## src/rtl/mac_sys_req_master.sv

```systemverilog
// mac_sys_req_master: per-port requester that serialises single register
// read/write commands onto the byte-wide MAC management request interface.
module mac_sys_req_master #(
  parameter int DATA_BYTES   = 2,
  parameter int ACK_TIMEOUT  = 255,
  parameter int RESP_TIMEOUT = 255
) (
  input  logic                    clk,
  input  logic                    rst,
  input  logic                    cmd_valid,
  output logic                    cmd_ready,
  input  logic                    cmd_wr,
  input  logic [7:0]              cmd_addr,
  input  logic [8*DATA_BYTES-1:0] cmd_wdata,
  output logic                    rsp_valid,
  output logic                    rsp_err,
  output logic [8*DATA_BYTES-1:0] rsp_rdata,
  output logic                    sys_req_valid,
  output logic                    sys_req_wr,
  output logic [7:0]              sys_req_addr,
  input  logic                    sys_req_ack,
  output logic [7:0]              sys_req_data,
  output logic                    sys_req_data_valid,
  input  logic [7:0]              sys_resp_data,
  input  logic                    sys_resp_data_valid
);

  localparam int DW   = 8 * DATA_BYTES;
  localparam int MAXT = (ACK_TIMEOUT > RESP_TIMEOUT) ? ACK_TIMEOUT : RESP_TIMEOUT;
  localparam int CW   = $clog2(MAXT + 1);
  localparam int BW   = $clog2(DATA_BYTES + 1);

  localparam logic [CW-1:0] ACK_LAST  = CW'(ACK_TIMEOUT - 1);
  localparam logic [CW-1:0] RESP_LAST = CW'(RESP_TIMEOUT - 1);
  localparam logic [CW-1:0] CNT_MAX   = '1;
  localparam logic [BW-1:0] NBYTES    = BW'(DATA_BYTES);

  typedef enum logic [2:0] {IDLE, REQ, WDATA, RWAIT, DONE} state_t;

  state_t          state_q;
  logic            wr_q;
  logic            err_q;
  logic [DW-1:0]   shift_q;
  logic [BW-1:0]   byte_cnt_q;
  logic [CW-1:0]   wait_cnt_q;
  logic [CW-1:0]   wait_inc;

  logic            cmd_ready_q;
  logic            rsp_valid_q;
  logic            rsp_err_q;
  logic [DW-1:0]   rsp_rdata_q;
  logic            sys_req_valid_q;
  logic            sys_req_wr_q;
  logic [7:0]      sys_req_addr_q;
  logic [7:0]      sys_req_data_q;
  logic            sys_req_data_valid_q;

  // Saturating wait counter so a stuck MAC can never wrap it back to zero.
  assign wait_inc = (wait_cnt_q == CNT_MAX) ? wait_cnt_q : wait_cnt_q + CW'(1);

  always_ff @(posedge clk) begin
    if (rst) begin
      state_q              <= IDLE;
      wr_q                 <= 1'b0;
      err_q                <= 1'b0;
      shift_q              <= '0;
      byte_cnt_q           <= '0;
      wait_cnt_q           <= '0;
      cmd_ready_q          <= 1'b1;
      rsp_valid_q          <= 1'b0;
      rsp_err_q            <= 1'b0;
      rsp_rdata_q          <= '0;
      sys_req_valid_q      <= 1'b0;
      sys_req_wr_q         <= 1'b0;
      sys_req_addr_q       <= '0;
      sys_req_data_q       <= '0;
      sys_req_data_valid_q <= 1'b0;
    end else begin
      case (state_q)
        IDLE: begin
          rsp_valid_q <= 1'b0;
          rsp_err_q   <= 1'b0;
          rsp_rdata_q <= '0;
          if (cmd_valid) begin
            state_q         <= REQ;
            cmd_ready_q     <= 1'b0;
            wr_q            <= cmd_wr;
            err_q           <= 1'b0;
            shift_q         <= cmd_wr ? cmd_wdata : '0;
            byte_cnt_q      <= '0;
            wait_cnt_q      <= '0;
            sys_req_valid_q <= 1'b1;
            sys_req_wr_q    <= cmd_wr;
            sys_req_addr_q  <= cmd_addr;
          end
        end

        REQ: begin
          if (sys_req_ack) begin
            sys_req_valid_q <= 1'b0;
            sys_req_wr_q    <= 1'b0;
            sys_req_addr_q  <= '0;
            wait_cnt_q      <= '0;
            if (wr_q) begin
              // First write byte goes out the cycle right after the ack.
              state_q              <= WDATA;
              sys_req_data_valid_q <= 1'b1;
              sys_req_data_q       <= shift_q[DW-1 -: 8];
              shift_q              <= shift_q << 8;
              byte_cnt_q           <= BW'(1);
            end else begin
              state_q    <= RWAIT;
              byte_cnt_q <= '0;
            end
          end else if (wait_cnt_q >= ACK_LAST) begin
            state_q         <= DONE;
            err_q           <= 1'b1;
            sys_req_valid_q <= 1'b0;
            sys_req_wr_q    <= 1'b0;
            sys_req_addr_q  <= '0;
          end else begin
            wait_cnt_q <= wait_inc;
          end
        end

        WDATA: begin
          if (byte_cnt_q == NBYTES) begin
            state_q              <= DONE;
            err_q                <= 1'b0;
            sys_req_data_valid_q <= 1'b0;
            sys_req_data_q       <= '0;
          end else begin
            sys_req_data_q <= shift_q[DW-1 -: 8];
            shift_q        <= shift_q << 8;
            byte_cnt_q     <= byte_cnt_q + BW'(1);
          end
        end

        RWAIT: begin
          // A byte landing on the timeout cycle wins over the timeout.
          if (sys_resp_data_valid) begin
            shift_q    <= DW'({shift_q, sys_resp_data});
            wait_cnt_q <= '0;
            if (byte_cnt_q == NBYTES - BW'(1)) begin
              state_q <= DONE;
              err_q   <= 1'b0;
            end else begin
              byte_cnt_q <= byte_cnt_q + BW'(1);
            end
          end else if (wait_cnt_q >= RESP_LAST) begin
            state_q <= DONE;
            err_q   <= 1'b1;
          end else begin
            wait_cnt_q <= wait_inc;
          end
        end

        DONE: begin
          state_q     <= IDLE;
          cmd_ready_q <= 1'b1;
          rsp_valid_q <= 1'b1;
          rsp_err_q   <= err_q;
          rsp_rdata_q <= (err_q || wr_q) ? '0 : shift_q;
        end

        default: state_q <= IDLE;
      endcase
    end
  end

  assign cmd_ready          = cmd_ready_q;
  assign rsp_valid          = rsp_valid_q;
  assign rsp_err            = rsp_err_q;
  assign rsp_rdata          = rsp_rdata_q;
  assign sys_req_valid      = sys_req_valid_q;
  assign sys_req_wr         = sys_req_wr_q;
  assign sys_req_addr       = sys_req_addr_q;
  assign sys_req_data       = sys_req_data_q;
  assign sys_req_data_valid = sys_req_data_valid_q;

endmodule
```

## config.mk

```make
export PLATFORM = sky130hd
export DESIGN_NAME = mac_sys_req_master
export DESIGN_NICKNAME = d
export VERILOG_FILES = /design/src/rtl/mac_sys_req_master.sv
export SDC_FILE = /design/constraint.sdc
export NUM_CORES = 1
export LEC_CHECK = 0
export CORE_ASPECT_RATIO = 1.1
export CORE_MARGIN = 5
export CORE_UTILIZATION = 50
export DETAILED_ROUTE_END_ITERATION = 8
export HOLD_SLACK_MARGIN = 0.02
export PLACE_DENSITY = 0.81
export SLEW_MARGIN = 20
export SYNTH_ARGS = -nofsm -noshare
export SYNTH_HDL_FRONTEND = slang
export SYNTH_SLANG_ARGS = --single-unit
```

## constraint.sdc

```tcl
create_clock -name clk -period 2.2 [get_ports clk]
set_input_delay 0.22 -clock clk [delete_from_list [all_inputs] [get_ports clk]]
set_output_delay 0.22 -clock clk [all_outputs]
set_load 0.01 [all_outputs]
```

==> Word level (Yosys, flattened, before mapping) <==
Index checks and enable logic that the tools add are counted.
W data, S select, Z words.
{ "word_totals": {"mem_bits_ro": 0, "out_inout_bits": 38, "latchBits": 0, "inputBits": 38, "word_cells": 109, "ram_bits": 0, "mem_count": 0, "reg_bits": 69} }
{ "op_classes": {"n_mux": 57, "mul": 0, "add_sub_neg": 2, "magnitude_cmp": 1, "div": 0, "eq_ne": 17, "reduce_logical": 17, "bitwise_logic": 0, "shift": 0} }
{ "op_table": {"columns": ["operator", "count"], "rows": [
  ["$mux W16", 7],
  ["$mux W8", 11],
  ["$pmux W16 S4", 1],
  ["$pmux W16 S2", 1],
  ["$pmux W8 S2", 2],
  ["$pmux W8 S3", 1],
  ["$mux W3", 6],
  ["$ne A2 B2 Y1 const B", 8],
  ["$mux W1", 14],
  ["$pmux W1 S2", 6],
  ["$pmux W3 S4", 1],
  ["$reduce_and A6 Y1", 2],
  ["$mux W2", 5],
  ["$reduce_and A3 Y1", 3],
  ["$add A8 B1 Y8 const B", 1],
  ["$eq A8 B8 Y1 const B", 1],
  ["$ge A8 B8 Y1 const B", 1],
  ["$pmux W2 S4", 1],
  ["$eq A3 B2 Y1 const B", 2],
  ["$ne A3 B3 Y1 const B", 2],
  ["$reduce_and A2 Y1", 3],
  ["$reduce_bool A2 Y1", 3],
  ["$reduce_and A5 Y1", 1],
  ["$pmux W1 S4", 1],
  ["other kinds (10)", 10]
]} }

==> Longest topological paths before layout <==
{ "depth": {"word_depth": 5, "depth_mapped": 8, "mapped_depth_nobuf": 6} }

==> Worst setup path before layout <==
Ideal clock, no wire load.
{ "synth_timing": {"kind": "register to register", "from": "register byte_cnt_q[0]", "to": "register shift_q[1]", "path_slack_ns": 0.591, "required_ns": 2.120, "arrival_time_ns": 1.529, "setup_time_ns": 0.080, "path_stages_with_launch": 8, "n_path_buf": 1, "synth_period_minus_slack_ns": 1.609, "path_cell_list": "dfxtp_1 inv_1 ha_1 nand2b_1 a31oi_1 clkbuf_1 a21oi_1 a211oi_2"} }
{ "synth_between": {"elab_chain_len": 3} }
{ "synth_rtl": {"columns": ["element", "line", "text"], "rows": [
  ["start: declaration", "44", "logic [BW-1:0] byte_cnt_q;"],
  ["start signal: assignment", "135", "byte_cnt_q <= byte_cnt_q + BW'(1);"],
  ["start signal: assignment", "148", "byte_cnt_q <= byte_cnt_q + BW'(1);"],
  ["$eq A2 B2 Y1", "127", "if (byte_cnt_q == NBYTES) begin"],
  ["$ne A2 B2 Y1 (no line)", null, null],
  ["$reduce_and A6 Y1 (no line)", null, null],
  ["end signal: assignment", "109", "shift_q <= shift_q << 8;"],
  ["end signal: assignment", "134", "shift_q <= shift_q << 8;"],
  ["end signal: assignment", "142", "shift_q <= DW'({shift_q, sys_resp_data});"],
  ["end: declaration", "43", "logic [DW-1:0] shift_q;"]
]} }
No other way between the ends.
A chain may end at the register's enable or synchronous reset.

==> Worst setup path after layout <==
{ "layout_timing": {"from": "register state_q[0]", "to": "register wait_cnt_q[1]"} }
{ "layout_between": {"elab_chain_len": 3, "elab_cells_between_ends": 7, "classes_between": "eq/ne (3); mux (1); reduce/logical (3)"} }
{ "layout_rtl": {"columns": ["element", "line", "text"], "rows": [
  ["start: declaration", "40", "state_t state_q;"],
  ["start signal: assignment", "63", "state_q <= IDLE;"],
  ["start signal: assignment", "85", "state_q <= REQ;"],
  ["start signal: assignment", "106", "state_q <= WDATA;"],
  ["$eq A3 B2 Y1, or another cell as far along", "79", "case (state_q)"],
  ["$reduce_bool A3 Y1 (no line) or $ne A2 B2 Y1 (tied branches)", null, null],
  ["$reduce_and A2 Y1 (no line)", null, null],
  ["end signal: assignment", "122", "wait_cnt_q <= wait_inc;"],
  ["end signal: assignment", "154", "wait_cnt_q <= wait_inc;"],
  ["end: declaration", "45", "logic [CW-1:0] wait_cnt_q;"]
]} }
Several ways; a longest one is shown, not always the timed one.

==> impl_metrics.xml <==
<?xml version="1.0" encoding="UTF-8"?>
<metrics>
  <group name="outcome">
    <metric name="outcome" unit="">finished, final reports clean</metric>
  </group>
  <group name="placement">
    <metric name="gp_congestion" unit="">0.834</metric>
    <metric name="dp.final_hpwl" unit="µm">6030</metric>
    <metric name="port_buffers" unit="">75</metric>
    <metric name="place_inst" unit="">494</metric>
  </group>
  <group name="routing">
    <metric name="number_of_violations_reported_at_the_end_of_detailed_routing_iteration_0" unit="">190</metric>
    <metric name="drc" unit="">0</metric>
    <metric name="avgRoutedWirePerCell" unit="µm">16.5</metric>
    <metric name="route.antenna.remaining_nets" unit="">0</metric>
    <metric name="detailedRoute.firstPassIterationCount" unit="">4</metric>
    <metric name="detail_route.wirelength" unit="µm">8400</metric>
    <metric name="post_drt_via_cell_ratio" unit="">5.94</metric>
    <metric name="dr_total_vias" unit="">3027</metric>
  </group>
  <group name="floorplanning">
    <metric name="core-area" unit="µm²">6480</metric>
    <metric name="initial_core_util" unit="">0.504</metric>
    <metric name="num_io_pins" unit="">76</metric>
    <metric name="dieHeight" unit="µm">94.8</metric>
    <metric name="die_area" unit="µm²">8250</metric>
    <metric name="floorplan.die.width" unit="µm">87.1</metric>
    <metric name="num_rows" unit="">31</metric>
  </group>
  <group name="layout">
    <metric name="mostFrequentLayoutCell" unit="">sky130_fd_sc_hd__clkdlybuf4s50_1</metric>
    <metric name="final_layout_size_suffix_gt1_frac" unit="">0.143</metric>
    <metric name="layout_common_cells" unit="">sky130_fd_sc_hd__clkdlybuf4s50_1, sky130_fd_sc_hd__dfxtp_1, sky130_fd_sc_hd__a21oi_1</metric>
    <metric name="nets" unit="">465</metric>
    <metric name="post_layout_nonfiller_instances" unit="">510</metric>
    <metric name="post-route-util" unit="">0.665</metric>
    <metric name="synthToLayoutAreaGrowth" unit="%">32.0</metric>
    <metric name="antenna_cells" unit="">0</metric>
  </group>
  <group name="timing">
    <metric name="min_period" unit="ps">1910</metric>
    <metric name="max_clock_freq" unit="MHz">522</metric>
    <metric name="finalSetupViolations" unit="">0</metric>
    <metric name="totalNegativeSetupSlack" unit="ps">0</metric>
    <metric name="worst_slew_margin_relative_to_its_limit" unit="">0.558</metric>
    <metric name="finClkSkew" unit="ps">10.3</metric>
    <metric name="grt_setup_unrepaired" unit="">false</metric>
    <metric name="worst_pin_slew" unit="ps">661</metric>
    <metric name="finalCritPeriodShare" unit="">0.870</metric>
    <metric name="fin_hold_ws" unit="ps">359</metric>
    <metric name="finalMaxSlewViolations" unit="">0</metric>
    <metric name="report.final.hold_viol_count" unit="">0</metric>
  </group>
  <group name="yosys">
    <metric name="yosys_reg_bits" unit="">69</metric>
    <metric name="post_synth_mux_area_share" unit="">0.00307</metric>
    <metric name="synth_top_family_by_area" unit="">compound AO/OA/AOI/OAI gates</metric>
    <metric name="yosys-top-cells-area" unit="">sky130_fd_sc_hd__dfxtp_1, sky130_fd_sc_hd__a21oi_1, sky130_fd_sc_hd__a211oi_2</metric>
    <metric name="yosys.area_share.simple" unit="">0.197</metric>
    <metric name="synthDistinctLibCells" unit="">58</metric>
    <metric name="fraction_of_the_mapped_netlist_area_in_compound_gates" unit="">0.300</metric>
    <metric name="synth-seq-area-share" unit="">0.423</metric>
    <metric name="synth_area_per_cell" unit="µm²">9.28</metric>
    <metric name="synth-adder-area-share" unit="">0.0153</metric>
    <metric name="syn_nets" unit="">394</metric>
    <metric name="synthDominantAreaCellType" unit="">sky130_fd_sc_hd__dfxtp_1</metric>
    <metric name="synth-async-reset-ratio" unit="">0</metric>
    <metric name="main_synth_ff_type" unit="">sky130_fd_sc_hd__dfxtp_1</metric>
    <metric name="synth-xor-area-share" unit="">0</metric>
    <metric name="yosysWarningCount" unit="">0</metric>
    <metric name="synth_enable_flop_cells" unit="">0</metric>
    <metric name="synth_top_cell_area_share" unit="">0.423</metric>
    <metric name="post_synth_inst_count" unit="">352</metric>
    <metric name="mappedNetlistArea" unit="µm²">3270</metric>
  </group>
  <group name="setup_path">
    <metric name="timing.critical_path.max_delay_family" unit="">simple AND/OR/NAND/NOR gates</metric>
    <metric name="r2r.worst_path.cells" unit="">4</metric>
    <metric name="crit_arrival" unit="ps">2180</metric>
    <metric name="worst-endpoint-required" unit="ps">2470</metric>
    <metric name="cpMaxStageDelayCell" unit="">sky130_fd_sc_hd__dfxtp_1</metric>
    <metric name="start_kind" unit="">register</metric>
    <metric name="cp_cell_sequence" unit="">nor2b_4 &gt; nand3_1 &gt; or3_1 &gt; a31oi_1</metric>
    <metric name="critical_path_peak_fanout" unit="">16</metric>
    <metric name="worstPathBufferInverterCount" unit="">0</metric>
    <metric name="reg2reg_setup_slack" unit="ps">290</metric>
    <metric name="critical_path_cell_count" unit="">4</metric>
    <metric name="r2r_endpoint" unit="">wait_cnt_q[1]</metric>
    <metric name="worstReg2RegStart" unit="">state_q[0]</metric>
    <metric name="timing.critical_path.slowest_cell_delay" unit="ps">620</metric>
    <metric name="critical_path.endpoint_type" unit="">register</metric>
    <metric name="critical_path_type" unit="">reg2reg</metric>
  </group>
  <group name="global_route">
    <metric name="antenna_found_initial" unit="">0</metric>
    <metric name="globalRouteMet3Util" unit="">0.0323</metric>
    <metric name="grt_max_degree" unit="">32</metric>
    <metric name="grt.total_usage" unit="">0.207</metric>
    <metric name="grt_overflow" unit="">0</metric>
    <metric name="groute.layer.met2.usage" unit="">0.337</metric>
    <metric name="global_route.peak_usage_layer" unit="">met2</metric>
    <metric name="global_route.usage.met1" unit="">0.261</metric>
    <metric name="number_of_global_route_vias_before_repair" unit="">2873</metric>
    <metric name="grt_first_pass_wirelength" unit="µm">13600</metric>
  </group>
  <group name="clock_tree">
    <metric name="tritoncts_clock_tree" unit="">built</metric>
    <metric name="post_cts_hold_buffer_count" unit="">0</metric>
    <metric name="clkSinkCount" unit="">69</metric>
    <metric name="cts_buffers" unit="">9</metric>
    <metric name="clk-insertion-delay-late" unit="ps">340</metric>
    <metric name="h-tree-depth" unit="">3</metric>
    <metric name="cts_buffer_depth" unit="">2</metric>
    <metric name="cts_setup_buffers" unit="">0</metric>
    <metric name="path_clk_slew" unit="ps">80</metric>
    <metric name="clock-root-buffer" unit="">sky130_fd_sc_hd__clkbuf_8</metric>
    <metric name="cts.repair.resized" unit="">0</metric>
  </group>
  <group name="flow_run">
    <metric name="drv.max_cap_violation_count" unit="">0</metric>
  </group>
  <group name="power_and_ir_drop">
    <metric name="total_chip_power" unit="µW">5150</metric>
    <metric name="static_power_due_to_leakage" unit="µW">0.00149</metric>
    <metric name="powerDensity" unit="nW/µm²">1190</metric>
    <metric name="vdd_drop_max" unit="µV">612</metric>
  </group>
  <group name="worst_hold_path">
    <metric name="min_from" unit="">rst</metric>
    <metric name="worstHoldPathCells" unit="">2</metric>
    <metric name="destination_of_the_worst_hold_path" unit="">rsp_rdata[12]</metric>
    <metric name="holdCritPathClass" unit="">in2reg</metric>
  </group>
</metrics>
==> where the power goes <==
group | internal [µW] | total (µW) | switching (µW)
Sequential | 1510 | 1810 | 299
Combinational | 870 | 2040 | 1170
Clock | 817 | 1290 | 478
Total | 3200 | 5150 | 1950
==> worst max path at each step <==
stage / from / endpoint / slack [ps]
floorplan: byte_cnt_q[0] / shift_q[1] / 590
global placement: state_q[0] / wait_cnt_q[1] / 390
detailed placement: sys_req_ack / wait_cnt_q[1] / 340
CTS: state_q[1] / wait_cnt_q[1] / 320
global route: state_q[1] / wait_cnt_q[1] / 190
finish: state_q[0] / wait_cnt_q[1] / 290
==> area by class of cell <==
| cell class | count | area [µm²] |
|---|---|---|
| Clock buffer | 11 | 151 |
| Timing Repair Buffer | 88 | 843 |
| Tap cell | 82 | 103 |
| Clock inverter | 5 | 106 |
| Fill cell | 501 | 2170 |
| Inverter | 11 | 41.3 |
| Multi-Input combinational cell | 244 | 1680 |
| Sequential cell | 69 | 1380 |
==> registers in the layout, summed over array words and instances, names as in the netlist <==
signal / flops
rsp_err: 1
sys_req_data_valid: 1
wr_q: 1
byte_cnt_q: 2
err_q: 1
sys_req_data: 8
rsp_rdata: 16
state_q: 3
wait_cnt_q: 8
shift_q: 16
sys_req_addr: 8
rsp_valid: 1
sys_req_wr: 1
cmd_ready: 1
sys_req_valid: 1
==> synthesized netlist by cell type, types with 3 or more instances <==
cell	n
sky130_fd_sc_hd__a211oi_1	7
sky130_fd_sc_hd__a211oi_2	11
sky130_fd_sc_hd__a21oi_1	29
sky130_fd_sc_hd__a22o_1	9
sky130_fd_sc_hd__a22oi_1	7
sky130_fd_sc_hd__a22oi_2	10
sky130_fd_sc_hd__a31oi_1	15
sky130_fd_sc_hd__a32oi_1	8
sky130_fd_sc_hd__and3_1	9
sky130_fd_sc_hd__buf_2	10
sky130_fd_sc_hd__buf_4	3
sky130_fd_sc_hd__buf_6	4
sky130_fd_sc_hd__clkbuf_1	10
sky130_fd_sc_hd__dfxtp_1	69
sky130_fd_sc_hd__ha_1	4
sky130_fd_sc_hd__inv_1	10
sky130_fd_sc_hd__nand2_1	18
sky130_fd_sc_hd__nand2b_1	13
sky130_fd_sc_hd__nand3_1	17
sky130_fd_sc_hd__nand3b_1	3
sky130_fd_sc_hd__nor2_1	26
sky130_fd_sc_hd__nor3_1	6
sky130_fd_sc_hd__o21ai_0	6
sky130_fd_sc_hd__o21ai_1	3
sky130_fd_sc_hd__o32ai_1	4
sky130_fd_sc_hd__or3_1	3
==> cell families after synthesis <==
logic type,count (synthesis)
AO/OA/AOI/OAI,124
AND/OR/NAND/NOR,115
flip-flops,69
buffers and inverters,39
adder cells (fa/ha/maj),4
multiplexers,1
==> per-stage QoR <==
stage	cell area, µm²	worst slack (ps)
6_report	4310	285
5_1_grt	4310	194
4_1_cts	4310	320
3_5_place_dp	4050	342
3_3_place_gp	4050	388
2_1_floorplan	3270	591
==> per-layer routing <==
metal,part of all wire,vias up
li1,-,1465
met1,0.43,1457
met2,0.49,83
met3,0.045,22
met4,0.030,0
met5,0,-
Power figures use the tool's default switching activity.
